## src/rtl/home_alert_if.sv

```systemverilog
// Status bus between the home-automation controller (master) and the
// alert driver (slave). The master side drives the state code, the one-hot
// actuator word and the acknowledge; the slave side returns the physical
// I/O drives and status.
interface home_alert_if #(
    parameter int CNT_W = 8
);
    logic [2:0]       display;
    logic [5:0]       output_signals;
    logic             ack;
    logic [6:0]       seg;
    logic             buzzer;
    logic             heater_on;
    logic             cooler_on;
    logic             mismatch_err;
    logic [CNT_W-1:0] event_count;

    modport master (
        output display, output_signals, ack,
        input  seg, buzzer, heater_on, cooler_on, mismatch_err, event_count
    );

    modport slave (
        input  display, output_signals, ack,
        output seg, buzzer, heater_on, cooler_on, mismatch_err, event_count
    );
endinterface

```

## src/rtl/home_alert_driver.sv

```systemverilog
// home_alert_driver: receiving end of the controller status interface.
// Two-stage pipeline: stage 1 captures display/output_signals, stage 2
// registers every output from the captured code, so a display change
// reaches the outputs two edges later.
// Optional feature: define FIRE_LATCH_EN to keep the buzzer sounding after
// a fire event until acknowledged.
module home_alert_driver #(
    parameter int CLK_DIV = 16,
    parameter int MIN_ON  = 8,
    parameter int CNT_W   = 8
) (
    input  logic        clk,
    input  logic        rst,
    home_alert_if.slave bus
);

    localparam int PW = (CLK_DIV > 1) ? $clog2(CLK_DIV) : 1;
    localparam int OW = (MIN_ON > 1) ? $clog2(MIN_ON) : 1;
    localparam logic [PW-1:0] PRE_LAST = PW'(CLK_DIV - 1);
    localparam logic [OW-1:0] ON_LAST  = OW'(MIN_ON - 1);

    typedef enum logic [1:0] {A_OFF, A_HEAT, A_COOL, A_DEAD} act_e;

    // Segment pattern (gfedcba) for each state letter.
    function automatic logic [6:0] seg_lut(input logic [2:0] c);
        logic [6:0] r;
        r = 7'h40;
        case (c)
            3'd0: r = 7'h40;
            3'd1: r = 7'h71;
            3'd2: r = 7'h50;
            3'd3: r = 7'h77;
            3'd4: r = 7'h3E;
            3'd5: r = 7'h76;
            3'd6: r = 7'h39;
            default: r = 7'h79;
        endcase
        return r;
    endfunction

    // Actuator word the controller must present for a given state code.
    function automatic logic [5:0] exp_sig(input logic [2:0] c);
        logic [5:0] r;
        r = '0;
        if (c >= 3'd1 && c <= 3'd6) r = 6'd1 << (c - 3'd1);
        return r;
    endfunction

    // Stage 1 and pipeline state
    logic [2:0]       disp_q, disp_qq;
    logic [5:0]       sig_q;
    logic [1:0]       vld_pipe_q;
    logic [PW-1:0]    pre_q, pre_d;
    logic [1:0]       phase_q, phase_d;
    logic             buzz_q, buzz_d;
    logic [CNT_W-1:0] ev_q, ev_d;
    logic             mm_q, mm_d;
    logic [6:0]       seg_q;
    logic             heat_q, cool_q;
    act_e             state_q, state_d;
    logic [OW-1:0]    on_cnt_q, on_cnt_d;

    logic changed, tick, tgl_mode, heat_req, cool_req, chk_bad;

    assign changed  = (disp_q != disp_qq);
    assign tick     = (pre_q == PRE_LAST);
    assign heat_req = (disp_q == 3'd5);
    assign cool_req = (disp_q == 3'd6);
    // Sig lags display by one clock, so it is judged against disp_qq.
    assign chk_bad  = (disp_qq == 3'd7) || (sig_q != exp_sig(disp_qq));

`ifdef FIRE_LATCH_EN
    logic fire_q, fire_d;

    // Fire latch: set on entry into code 3, cleared by ack once code 3 is gone.
    always_comb begin
        fire_d = fire_q;
        if (disp_q == 3'd3 && changed)
            fire_d = 1'b1;
        else if (bus.ack && disp_q != 3'd3)
            fire_d = 1'b0;
    end

    // Fire latch register.
    always_ff @(posedge clk) begin
        if (rst) fire_q <= 1'b0;
        else     fire_q <= fire_d;
    end

    assign tgl_mode = (disp_q == 3'd3) || fire_q;
`else
    logic unused_ack;
    assign unused_ack = bus.ack;
    assign tgl_mode   = (disp_q == 3'd3);
`endif

    // Stage 1 capture plus the valid shift that holds off the protocol check.
    always_ff @(posedge clk) begin
        if (rst) begin
            disp_q     <= '0;
            disp_qq    <= '0;
            sig_q      <= '0;
            vld_pipe_q <= '0;
        end else begin
            disp_q     <= bus.display;
            disp_qq    <= disp_q;
            sig_q      <= bus.output_signals;
            vld_pipe_q <= {vld_pipe_q[0], 1'b1};
        end
    end

    // Next-state for prescaler, buzzer phase/drive, event counter, sticky error.
    always_comb begin
        pre_d   = tick ? '0 : pre_q + 1'b1;

        phase_d = phase_q;
        if (changed)   phase_d = 2'd0;
        else if (tick) phase_d = phase_q + 2'd1;

        buzz_d = 1'b0;
        if (tgl_mode)
            buzz_d = tick ? ~buzz_q : buzz_q;
        else if (disp_q == 3'd1 || disp_q == 3'd2 || disp_q == 3'd4)
            buzz_d = (phase_d == 2'd0);

        ev_d = ev_q;
        if (disp_q >= 3'd1 && disp_q <= 3'd4 && changed && ev_q != '1)
            ev_d = ev_q + 1'b1;

        mm_d = mm_q | (vld_pipe_q[1] & chk_bad);
    end

    // Actuator FSM: minimum on-time hold, one dead cycle between relays.
    // The dead cycle resolves requests like A_OFF so a waiting request
    // starts its relay right after the single dead clock.
    always_comb begin
        state_d  = state_q;
        on_cnt_d = on_cnt_q;
        case (state_q)
            A_OFF, A_DEAD: begin
                state_d = A_OFF;
                if (heat_req) begin
                    state_d  = A_HEAT;
                    on_cnt_d = '0;
                end else if (cool_req) begin
                    state_d  = A_COOL;
                    on_cnt_d = '0;
                end
            end
            A_HEAT: begin
                if (on_cnt_q != ON_LAST) on_cnt_d = on_cnt_q + 1'b1;
                if (!heat_req && on_cnt_q == ON_LAST) state_d = A_DEAD;
            end
            A_COOL: begin
                if (on_cnt_q != ON_LAST) on_cnt_d = on_cnt_q + 1'b1;
                if (!cool_req && on_cnt_q == ON_LAST) state_d = A_DEAD;
            end
            default: state_d = A_OFF;
        endcase
    end

    // Stage 2 registers: timing/FSM state and all outputs.
    always_ff @(posedge clk) begin
        if (rst) begin
            pre_q    <= '0;
            phase_q  <= '0;
            buzz_q   <= 1'b0;
            ev_q     <= '0;
            mm_q     <= 1'b0;
            seg_q    <= 7'h40;
            state_q  <= A_OFF;
            on_cnt_q <= '0;
            heat_q   <= 1'b0;
            cool_q   <= 1'b0;
        end else begin
            pre_q    <= pre_d;
            phase_q  <= phase_d;
            buzz_q   <= buzz_d;
            ev_q     <= ev_d;
            mm_q     <= mm_d;
            seg_q    <= seg_lut(disp_q);
            state_q  <= state_d;
            on_cnt_q <= on_cnt_d;
            heat_q   <= (state_d == A_HEAT);
            cool_q   <= (state_d == A_COOL);
        end
    end

    assign bus.seg          = seg_q;
    assign bus.buzzer       = buzz_q;
    assign bus.heater_on    = heat_q;
    assign bus.cooler_on    = cool_q;
    assign bus.mismatch_err = mm_q;
    assign bus.event_count  = ev_q;

endmodule

```

## src/flat_wrapper.sv

```systemverilog
// flat-port wrapper written by rule: the top's interface ports become plain ports
module home_alert_driver_flat 
#(
    parameter int CLK_DIV = 16,
    parameter int MIN_ON  = 8,
    parameter int CNT_W   = 8
)
  (clk, rst, bus_display, bus_output_signals, bus_ack, bus_seg, bus_buzzer, bus_heater_on, bus_cooler_on, bus_mismatch_err, bus_event_count);
  home_alert_if #(.CNT_W(CNT_W)) bus_i ();
  input  logic clk;
  input  logic rst;
  input wire logic [$bits(bus_i.display)-1:0] bus_display;
  input wire logic [$bits(bus_i.output_signals)-1:0] bus_output_signals;
  input wire logic [$bits(bus_i.ack)-1:0] bus_ack;
  output wire logic [$bits(bus_i.seg)-1:0] bus_seg;
  output wire logic [$bits(bus_i.buzzer)-1:0] bus_buzzer;
  output wire logic [$bits(bus_i.heater_on)-1:0] bus_heater_on;
  output wire logic [$bits(bus_i.cooler_on)-1:0] bus_cooler_on;
  output wire logic [$bits(bus_i.mismatch_err)-1:0] bus_mismatch_err;
  output wire logic [$bits(bus_i.event_count)-1:0] bus_event_count;
  assign bus_i.display = bus_display;
  assign bus_i.output_signals = bus_output_signals;
  assign bus_i.ack = bus_ack;
  assign bus_seg = bus_i.seg;
  assign bus_buzzer = bus_i.buzzer;
  assign bus_heater_on = bus_i.heater_on;
  assign bus_cooler_on = bus_i.cooler_on;
  assign bus_mismatch_err = bus_i.mismatch_err;
  assign bus_event_count = bus_i.event_count;
  home_alert_driver #(.CLK_DIV(CLK_DIV), .MIN_ON(MIN_ON), .CNT_W(CNT_W)) u_core (.clk(clk), .rst(rst), .bus(bus_i));
endmodule
```

## config.mk

```make
export PLATFORM = sky130hd
export DESIGN_NAME = home_alert_driver_flat
export DESIGN_NICKNAME = d
export VERILOG_FILES = /design/src/rtl/home_alert_if.sv /design/src/rtl/home_alert_driver.sv /design/src/flat_wrapper.sv
export SDC_FILE = /design/constraint.sdc
export NUM_CORES = 1
export LEC_CHECK = 0
export ABC_AREA = 1
export ABC_CLOCK_PERIOD_IN_PS = 3650
export BUFFER_PORTS_ARGS = -buffer_cell sky130_fd_sc_hd__buf_2
export CAP_MARGIN = 30
export CORE_MARGIN = 8
export CORE_UTILIZATION = 50
export DETAILED_ROUTE_END_ITERATION = 10
export GPL_TIMING_DRIVEN = 0
export PLACE_DENSITY = 0.73
export SYNTH_ARGS = -nofsm -noshare
export SYNTH_HDL_FRONTEND = slang
export SYNTH_SLANG_ARGS = --single-unit
```

## constraint.sdc

```tcl
create_clock -name clk -period 3.65 [get_ports clk]
set_input_delay 0.365 -clock clk [delete_from_list [all_inputs] [get_ports clk]]
set_output_delay 0.365 -clock clk [all_outputs]
set_load 0.02 [all_outputs]
```

==> impl_metrics.toml, run 1 <==
[clocking]
clk_latency_ns = 0.30
clk_pin_slew_worst_paths_ns = 0.07
cts_tree = "yes"
cts_buffers = 5
cts_hold_buf = 0
cts_setup_buffers = 0
root_buffer = "clkbuf_8"
htree_levels = 2
cts_sinks = 43
cts_buffer_depth = 2
cts_resized = 0

[synth]
synth-seq-cells = 43
synth_area_sq_mm = 0.00193
yosysWarnings = 0
yosysUniqueCellTypes = 29
synth_cells = 255
post_synth.cell_area_avg_sq_um = 7.55
synth_nets = 274
ys_seq_area_frac = 0.447

[status]
outcome = "complete, no violations"

[critical_path]
r2r_start = "u_core.state_q[0]"
critPathRequiredTime_ns = 3.83
cp.arrival_ns = 1.83
worstReg2RegEnd = "u_core.on_cnt_q[0]"
reg2regPathDepth = 8
critPathMaxFanout = 8
endpoint_kind = "register"
crit_type = "register to register"
crit_path_start_kind = "register"
r2r_setup_slack_ns = 2.00
cp-startpoint = "u_core.state_q[0]"

[die]
die_h_microns = 78.1
ios = 31
fp.coreArea_sq_mm = 0.00369
rows = 22
die_x_microns = 78.1
start_util = 0.522
dieArea_sq_mm = 0.00609

[worst_hold_path]
hold_end = "u_core.sig_q[2]"
hold_path_startpoint = "bus_output_signals[2]"
min_path_type = "input port to register"
hold_depth = 3

[power]
leakagePower_nw = 1.08
p_int_w = 0.000806
pwr_density_cell_mw_per_mm2 = 502
peakVddDrop_mv = 0.351
clkPwrFrac = 0.333
p_sw_frac = 0.285
combPwrFrac = 0.197
seqPwrFrac = 0.470
power.switching_w = 0.000321

[timing]
worst_pin_slew_ns = 0.543
finalHoldViolCount = 0
setup_viol = 0
worst_slack_ns = 2.00
max_freq_ghz = 0.606
whs_ns = 0.274
maxSlewViolCount = 0
rsz0062_at_grt = "false"
finalCritPeriodShare = 0.452
timing.final.crit_period_ns = 1.65
final.setup.tns_ns = 0
finClkSkew_ns = 0.00991
slew_headroom = 0.638

[job]
drv_cap = 0

[global_route]
grt_max_degree = 14
grt_pass1_wl_microns = 6610
antenna_found_initial = 0
grt_pass1_vias = 1551
grt_usage = 0.131
gr-total-overflow = 0

[finish]
final_nets = 309
diodes = 0
area_growth_pct = 16.5
drive_above_1_share = 0.172

[drt]
avgRoutedWirePerCell_microns = 11.2
via_per_inst = 4.83
drc = 0
drt_wl_total_microns = 3800
ant_nets = 0
drtIter0Drc = 72
drtPass1Iterations = 4
route.vias.total = 1636

[placed_design]
gp_congestion = 0.830
io_buffers = 28
place_ws_ns = 1.99
hpwl_microns = 2840
flip-flops by register name (all words and copies together) (netlist names), 2 cells and up:
| name | flops |
|---|---|
| u_core.bus.event_count | 8 |
| u_core.bus.seg | 6 |
| u_core.state_q | 2 |
| u_core.disp_q | 3 |
| u_core.phase_q | 2 |
| u_core.pre_q | 4 |
| u_core.disp_qq | 3 |
| u_core.vld_pipe_q | 2 |
| u_core.on_cnt_q | 3 |
| u_core.sig_q | 6 |
layer usage:
| metal | vias to the layer above | track usage | part of all wire |
|---|---|---|---|
| li1 | 870 | - | - |
| met1 | 732 | 0.148 | 0.47 |
| met2 | 29 | 0.224 | 0.47 |
| met3 | 5 | 0.0399 | 0.043 |
| met4 | 0 | 0.0537 | 0.016 |
| met5 | - | 0 | 0 |
per-stage QoR:
stage / total power, W / cell area (sq um) / utilization / cells
after global routing: 0.00119 / 2240 / 0.608 / 339
final: 0.00113 / 2240 / 0.608 / 339
after detailed placement: 0.000762 / 2130 / 0.576 / 331
after global placement: 0.000756 / 2130 / 0.576 / 331
after CTS: 0.00113 / 2240 / 0.608 / 339
after floorplan: 0.000705 / 1930 / - / 255
final cells by class:
cell class                      count  area, sq um
Fill cell                         368         1450
Multi-Input combinational cell    169          897
Sequential cell                    43          861
Timing Repair Buffer               28          140
Inverter                           35          131
Clock buffer                        6         82.6
Tap cell                           48         60.1
Buffer                              8         36.3
Clock inverter                      2         35.0
synth_stat cells (all sizes together):
cell / instances / area share
o21a: 1 / 0.0039
nand3: 26 / 0.077
and2: 1 / 0.0033
or2: 1 / 0.0033
nor2: 42 / 0.086
a21oi: 16 / 0.042
a22oi: 1 / 0.0039
nand2: 47 / 0.094
ha: 7 / 0.045
inv: 35 / 0.068
dfxtp: 43 / 0.45
nand3b: 2 / 0.0078
buf: 3 / 0.0091
o21ai: 4 / 0.012
o211ai: 1 / 0.0039
nand4: 5 / 0.016
nor3: 2 / 0.0052
o21bai: 1 / 0.0039
xnor2: 5 / 0.023
xor2: 7 / 0.036
clkbuf: 5 / 0.0097
placed cells by master, fill, tap and decap left out, types with 2 or more instances in the layout:
master,count
a21oi_1,16
buf_2,30
clkbuf_1,5
clkbuf_8,6
dfxtp_1,43
ha_1,7
inv_1,34
nand2_1,45
nand2_2,2
nand3_1,24
nand3b_1,2
nand4_1,5
nor2_1,39
nor2_2,3
nor3_1,2
o21ai_0,3
xnor2_1,5
xor2_1,6
power by group through the flow:
stage | logic (W) | clock network [W] | registers [W]
2_1_floorplan | 0.000150 | 0 | 0.000555
3_3_place_gp | 0.000217 | 0 | 0.000538
3_5_place_dp | 0.000222 | 0 | 0.000540
4_1_cts | 0.000224 | 0.000382 | 0.000529
5_1_grt | 0.000257 | 0.000400 | 0.000534
6_report | 0.000222 | 0.000375 | 0.000529
critical path: stages (launching register included):
cell and delay, ns:
dfxtp_1 0.37, inv_1 0.05, ha_1 0.26, clkbuf_1 0.29
nand3_1 0.15, o21ai_2 0.10, inv_1 0.10, o211ai_1 0.16
inv_1 0.06
cell families (layout without fill, tap and decap cells):
| kind of cell | Yosys count | count (layout) | synth area share |
|---|---|---|---|
| AO/OA/AOI/OAI | 24 | 24 | 0.0695 |
| AND/OR/NAND/NOR | 126 | 126 | 0.292 |
| XOR/XNOR | 12 | 12 | 0.0585 |
| flip-flops | 43 | 43 | 0.447 |
| buffers and inverters | 43 | 79 | 0.0871 |
| adder cells (fa/ha/maj) | 7 | 7 | 0.0455 |
how the worst max path moves through the flow:
stage | endpoint | cells after the start
2_1_floorplan | u_core.bus.event_count[6] | 7
3_3_place_gp | u_core.bus.mismatch_err | 11
3_5_place_dp | u_core.bus.mismatch_err | 11
4_1_cts | u_core.bus.mismatch_err | 11
5_1_grt | u_core.bus.mismatch_err | 11
6_report | u_core.on_cnt_q[0] | 8
Note: power is estimated with default switching activity, not from simulation.
==> run 2: changes to the inputs <==
--- a/config.mk
+++ b/config.mk
@@ -5,8 +5,8 @@
 export SDC_FILE = /design/constraint.sdc
 export NUM_CORES = 1
 export LEC_CHECK = 0
-export ABC_AREA = 1
-export ABC_CLOCK_PERIOD_IN_PS = 3650
+export ABC_AREA = 0
+export ABC_CLOCK_PERIOD_IN_PS = 1690
 export BUFFER_PORTS_ARGS = -buffer_cell sky130_fd_sc_hd__buf_2
 export CAP_MARGIN = 30
 export CORE_MARGIN = 8
==> constraint.sdc (replaced) <==
create_clock -name clk -period 1.69 [get_ports clk]
set_input_delay 0.169 -clock clk [delete_from_list [all_inputs] [get_ports clk]]
set_output_delay 0.169 -clock clk [all_outputs]
set_load 0.02 [all_outputs]
==> run 2 against run 1 <==
The run now ends with setup timing left. Final cell count fell by 6.8%. Final area rose by 16%. Critical path depth fell by 3. Core utilization rose by 9.1 points. Flip-flop and latch count did not move. Critical path type unchanged. Largest cell class unchanged. Largest power group unchanged.
==> impl_metrics.toml, run 2 <==
[finish]
fin_area_sq_mm = 0.00260
largest_register_ffs = 8
final_cell_mix = "dfxtp_1 (32), buf_2 (30), nor2_1 (19)"
drive_above_1_share = 0.392
final_nets = 287
area_growth_pct = 32.7
diodes = 0
final_common_cell = "dfxtp_1"

[power]
power.switching_w = 0.000723
pwr_density_cell_mw_per_mm2 = 913
leakagePower_nw = 1.05
clkPwrFrac = 0.255
p_int_w = 0.00165
seqPwrFrac = 0.495
combPwrFrac = 0.251
p_sw_frac = 0.305
peakVddDrop_mv = 0.842

[placed_design]
io_buffers = 28
hpwl_microns = 2840
placed_area_sq_mm = 0.00222
gp_congestion = 0.802

[critical_path]
crit_path_start_kind = "register"
reg2regPathDepth = 5
r2r_setup_slack_ns = -0.08
crit_type = "register to register"
endpoint_kind = "register"
crit_top_cell = "and4_4"
cpPeakStageDelay_ns = 0.48
r2r_start = "u_core.bus.event_count[4]"
crit_slowest_cell = "or4b_4"
cp.arrival_ns = 1.99
worstReg2RegEnd = "u_core.bus.event_count[5]"
crit_chain = "and4_4, and4_4, or4b_4, or3_4, a21oi_2"
critPathMaxFanout = 4
critPathRequiredTime_ns = 1.91

[worst_hold_path]
hold_path_startpoint = "bus_output_signals[2]"
hold_end = "u_core.sig_q[2]"
min_path_type = "input port to register"
hold_depth = 2

[timing]
final.setup.tns_ns = -0.154
maxSlewViolCount = 0
slew_headroom = 0.640
timing.final.crit_period_ns = 1.77
worst_pin_slew_ns = 0.539
finalHoldViolCount = 0
worst_slack_ns = -0.0796
setup_viol = 3
finalCritPeriodShare = 1.05
finClkSkew_ns = 0.00885
rsz0062_at_grt = "true"
max_freq_ghz = 0.565

[synth]
synth_cells = 221
yosysUniqueCellTypes = 45
synth_edf_count = 0
synth_top_cells_by_area = "dfxtp_1 (44%), nor2b_1 (5.1%), a21oi_1 (4.6%)"
ys_seq_area_frac = 0.440
synth-seq-cells = 43
ys_dominant_reg_cell = "dfxtp_1"
yosys.area.top_type = "dfxtp_1"
synth_nets = 240
synth_common_cells = "dfxtp_1 (43), nor2_1 (20), a21oi_1 (18)"
yosysTopAreaCellShare = 0.440
yosys.cell_count.top_type = "dfxtp_1"
post_synth.cell_area_avg_sq_um = 8.86
yosysWarnings = 0
synthArstFlopShare = 0
synth_area_sq_mm = 0.00196

[die]
fp.coreArea_sq_mm = 0.00372
die_h_microns = 78.6
start_util = 0.527
dieArea_sq_mm = 0.00617
rows = 22
die_x_microns = 78.6
ios = 31

[clocking]
root_buffer = "clkbuf_8"
cts_hold_buf = 0
cts_buffer_depth = 2
htree_levels = 2
cts_tree = "yes"
cts_sinks = 43
clk_latency_ns = 0.30
clk_pin_slew_worst_paths_ns = 0.08
cts_buffers = 5

[drt]
drc = 0
via_per_inst = 5.43
avgRoutedWirePerCell_microns = 14.1
drtIter0Drc = 145
ant_nets = 0
route.vias.total = 1715
drtPass1Iterations = 4
drt_wl_total_microns = 4460

[global_route]
grt_usage = 0.143
grt_max_degree = 13
antenna_found_initial = 0
gr-total-overflow = 0
grt_pass1_vias = 1673
grt_pass1_wl_microns = 7330

[status]
outcome = "finished, violations left"
violations = "setup timing"

[job]
drv_cap = 0
==> run 2: stage by stage <==
stage | instances | setup slack, ns | hold slack [ns] | utilization | total power [W]
5_1_grt | 316 | -0.113 | 0.0853 | 0.699 | 0.00252
2_1_floorplan | 221 | -0.0216 | 0.297 | - | 0.00157
3_5_place_dp | 297 | -0.204 | 0.383 | 0.598 | 0.00170
3_3_place_gp | 297 | -0.188 | 0.381 | 0.598 | 0.00169
6_report | 316 | -0.0796 | 0.0791 | 0.699 | 0.00237
4_1_cts | 310 | -0.0953 | 0.0749 | 0.638 | 0.00231
==> run 2: kinds of logic (layout without fill, tap and decap cells) <==
family	after synthesis	count (layout)	share of synthesized area
xor+xnor	8	8	0.0358
mux	6	6	0.0326
buf+inv	22	69	0.0524
compound gates	43	43	0.136
fa+ha+maj	7	7	0.0447
simple gates	92	92	0.259
flops	43	43	0.440
==> run 2: repair_timing <==
item                       CTS  global route
resized for setup            7            53
setup endpoints to repair   11            16
pin swaps                    4            18
setup buffers                7             8
gates cloned                 0             0
==> run 2: per-layer routing <==
metal | GRT usage | vias up | wire length [microns] | share of wire
li1 | - | 869 | - | -
met1 | 0.174 | 802 | 2040 | 0.46
met2 | 0.232 | 38 | 2120 | 0.48
met3 | 0.0467 | 6 | 248 | 0.056
met4 | 0.0481 | 0 | 46 | 0.010
met5 | 0 | - | 0 | 0
==> run 2: layout make-up <==
class,count,area (sq um)
Buffer,11,77.6
Clock buffer,7,76.3
Fill cell,301,1120
Inverter,8,32.5
Multi-Input combinational cell,156,1200
Sequential cell,43,890
Tap cell,48,60.1
Timing Repair Buffer,43,264
==> run 2: power groups by stage <==
stage	logic, W	clock network (W)	registers, W
global route	0.000666	0.000666	0.00118
CTS	0.000526	0.000614	0.00117
detailed placement	0.000503	0	0.00119
finish	0.000595	0.000604	0.00117
global placement	0.000492	0	0.00119
floorplan	0.000339	0	0.00123
==> run 2: how the worst max path moves through the flow <==
| stage | slack, ns | cells past startpoint | endpoint | start |
|---|---|---|---|---|
| 2_1_floorplan | -0.02 | 5 | u_core.bus.event_count[5] | u_core.bus.event_count[4] |
| 3_3_place_gp | -0.19 | 7 | u_core.bus.mismatch_err | u_core.disp_qq[1] |
| 3_5_place_dp | -0.20 | 7 | u_core.bus.mismatch_err | u_core.disp_qq[1] |
| 4_1_cts | -0.1 | 8 | u_core.bus.mismatch_err | u_core.disp_qq[0] |
| 5_1_grt | -0.11 | 6 | u_core.bus.event_count[3] | u_core.disp_qq[0] |
| 6_report | -0.08 | 5 | u_core.bus.event_count[5] | u_core.bus.event_count[4] |
==> run 2: critical path: cells and delay by family (launching register included) <==
| family | cells | cell delay (ns) |
|---|---|---|
| flops | 1 | 0.36 |
| simple gates | 4 | 1.22 |
| compound gates | 1 | 0.11 |
==> run 3: changes to the inputs <==
--- a/config.mk
+++ b/config.mk
@@ -11,9 +11,11 @@
 export CAP_MARGIN = 30
 export CORE_MARGIN = 8
 export CORE_UTILIZATION = 50
+export CTS_CLUSTER_SIZE = 10
 export DETAILED_ROUTE_END_ITERATION = 10
 export GPL_TIMING_DRIVEN = 0
 export PLACE_DENSITY = 0.73
+export REMOVE_ABC_BUFFERS = 1
 export SYNTH_ARGS = -nofsm -noshare
 export SYNTH_HDL_FRONTEND = slang
 export SYNTH_SLANG_ARGS = --single-unit
==> constraint.sdc (replaced) <==
create_clock -name clk -period 1.69 [get_ports clk]
set_input_delay 0.2535 -clock clk [delete_from_list [all_inputs] [get_ports clk]]
set_output_delay 0.2535 -clock clk [all_outputs]
set_load 0.02 [all_outputs]
==> run 3 against run 2 <==
Via count shrank 2.5%. Critical path type unchanged. Sequential share of layout area grew 1.8 points. The flow still finishes with violations (setup timing). First-iteration DRC count shrank 54%. Non-clock buffer count shrank 8.
==> impl_metrics.toml, run 3 (same netlist as run 2, synthesis figures left out) <==
[finish]
final_common_cell = "dfxtp_1"
final_cell_mix = "dfxtp_1 (31), buf_2 (29), nor2_1 (19)"
postLayoutCoreUtil = 0.666
final_nets = 279
area_growth_pct = 26.5
finalNonFillerCells = 308
largest_register_ffs = 8
drive_above_1_share = 0.350
diodes = 0

[clocking]
clk_pin_slew_worst_paths_ns = 0.08
htree_levels = 2
root_buffer = "clkbuf_8"
cts_hold_buf = 0
cts_buffer_depth = 2
clk_latency_ns = 0.30
cts_sinks = 43
cts_tree = "yes"
cts_buffers = 5

[timing]
worst_slack_ns = -0.0956
timing.final.crit_period_ns = 1.79
finClkSkew_ns = 0.0100
rsz0062_at_grt = "true"
setup_viol = 2
max_freq_ghz = 0.560
worst_pin_slew_ns = 0.678
finalHoldViolCount = 0
slew_headroom = 0.548
maxSlewViolCount = 0
finalCritPeriodShare = 1.06

[critical_path]
critPathMaxFanout = 3
cp.arrival_ns = 2.01
critPathRequiredTime_ns = 1.91
crit_path_start_kind = "register"
r2r_setup_slack_ns = -0.1
crit_type = "register to register"
endpoint_kind = "register"

[die]
die_h_microns = 78.6
ios = 31
rows = 22
start_util = 0.527
fp.coreArea_sq_mm = 0.00372
dieArea_sq_mm = 0.00617
die_x_microns = 78.6

[power]
pwr_density_cell_mw_per_mm2 = 962
combPwrFrac = 0.234
peakVddDrop_mv = 0.691
power.switching_w = 0.000714
p_int_w = 0.00167
leakagePower_nw = 1.01
clkPwrFrac = 0.272
p_sw_frac = 0.300
seqPwrFrac = 0.494

[placed_design]
dp_cells = 285
gp_congestion = 0.767
hpwl_microns = 2600
io_buffers = 29

[drt]
route.vias.total = 1672
drtPass1Iterations = 4
drt_wl_total_microns = 4340
ant_nets = 0
drc = 0
via_per_inst = 5.43
drtIter0Drc = 66
avgRoutedWirePerCell_microns = 14.1

[status]
outcome = "finished, violations left"
violations = "setup timing"

[global_route]
gr-total-overflow = 0
grt_pass1_wl_microns = 6830
grt_usage = 0.134
antenna_found_initial = 0
grt_pass1_vias = 1560
grt_max_degree = 38

[job]
drv_cap = 0

[worst_hold_path]
min_path_type = "input port to register"
[run 3: cell types whose count changed in the layout (fill, tap and decap cells not counted), moves of 2 or more]
cell / previous run / this run
or3_4: 6 / 1
a21oi_2: 4 / 2
buf_6: 5 / 0
nor3_1: 6 / 8
clkbuf_1: 3 / 0
nor3_4: 2 / 0
a21oi_1: 14 / 16
or3_1: 0 / 4
[run 3: metrics by stage]
stage                     TNS [ns]  hold WS, ns  setup slack, ns  power (W)  cell area, sq um
after floorplan              -1.74        0.320           -0.351    0.00153              1890
after global placement       -5.52        0.422           -0.813    0.00165              2090
after CTS                  -0.0972        0.165          -0.0744    0.00235              2340
final                       -0.124        0.166          -0.0956    0.00238              2480
after global routing        -0.349        0.168           -0.131    0.00252              2480
after detailed placement     -1.95        0.433           -0.353    0.00167              2100
[run 3: routing by layer]
layer / track usage / wire length [microns] / share of wire / vias up
li1: - / - / - / 850
met1: 0.151 / 1880 / 0.43 / 779
met2: 0.228 / 2190 / 0.50 / 38
met3: 0.0376 / 211 / 0.049 / 5
met4: 0.0611 / 65 / 0.015 / 0
met5: 0 / 0 / 0 / -
[run 3: layout make-up]
type                            instances  area, sq um
Clock inverter                          1         5.00
Timing Repair Buffer                   46          277
Sequential cell                        43          893
Inverter                                8         32.5
Clock buffer                            6         82.6
Multi-Input combinational cell        156         1130
Fill cell                             320         1240
Tap cell                               48         60.1
[run 3: path summary, 6_finish.rpt]
path / cells after the start / end / start
setup reg to reg: 5 / u_core.bus.event_count[5] / u_core.bus.event_count[5]
hold / removal: 2 / u_core.disp_q[1] / bus_display[1]
hold reg to reg: 1 / u_core.vld_pipe_q[1] / u_core.vld_pipe_q[0]
setup / recovery: 5 / u_core.bus.event_count[5] / u_core.bus.event_count[5]
[run 3: critical path, stage by stage (launching register included)]
cell and delay (ns):
dfxtp_2 0.33, and4_4 0.19, and4_4 0.20, or4b_4 0.53, or3_4 0.34, a21oi_2 0.12
[run 3: repair_timing]
action | in CTS | in global routing
endpoints found under the setup margin | 11 | 12
pin swaps | 3 | 6
buffers inserted | 8 | 7
gates cloned | 0 | 1
resized for setup | 29 | 21
[run 3: power groups by stage]
stage | Clock, W | Combinational (W) | Sequential (W)
after floorplan | 0 | 0.000296 | 0.00124
after global routing | 0.000703 | 0.000626 | 0.00119
final | 0.000648 | 0.000556 | 0.00118
after detailed placement | 0 | 0.000465 | 0.00121
after global placement | 0 | 0.000450 | 0.00120
after CTS | 0.000659 | 0.000513 | 0.00118
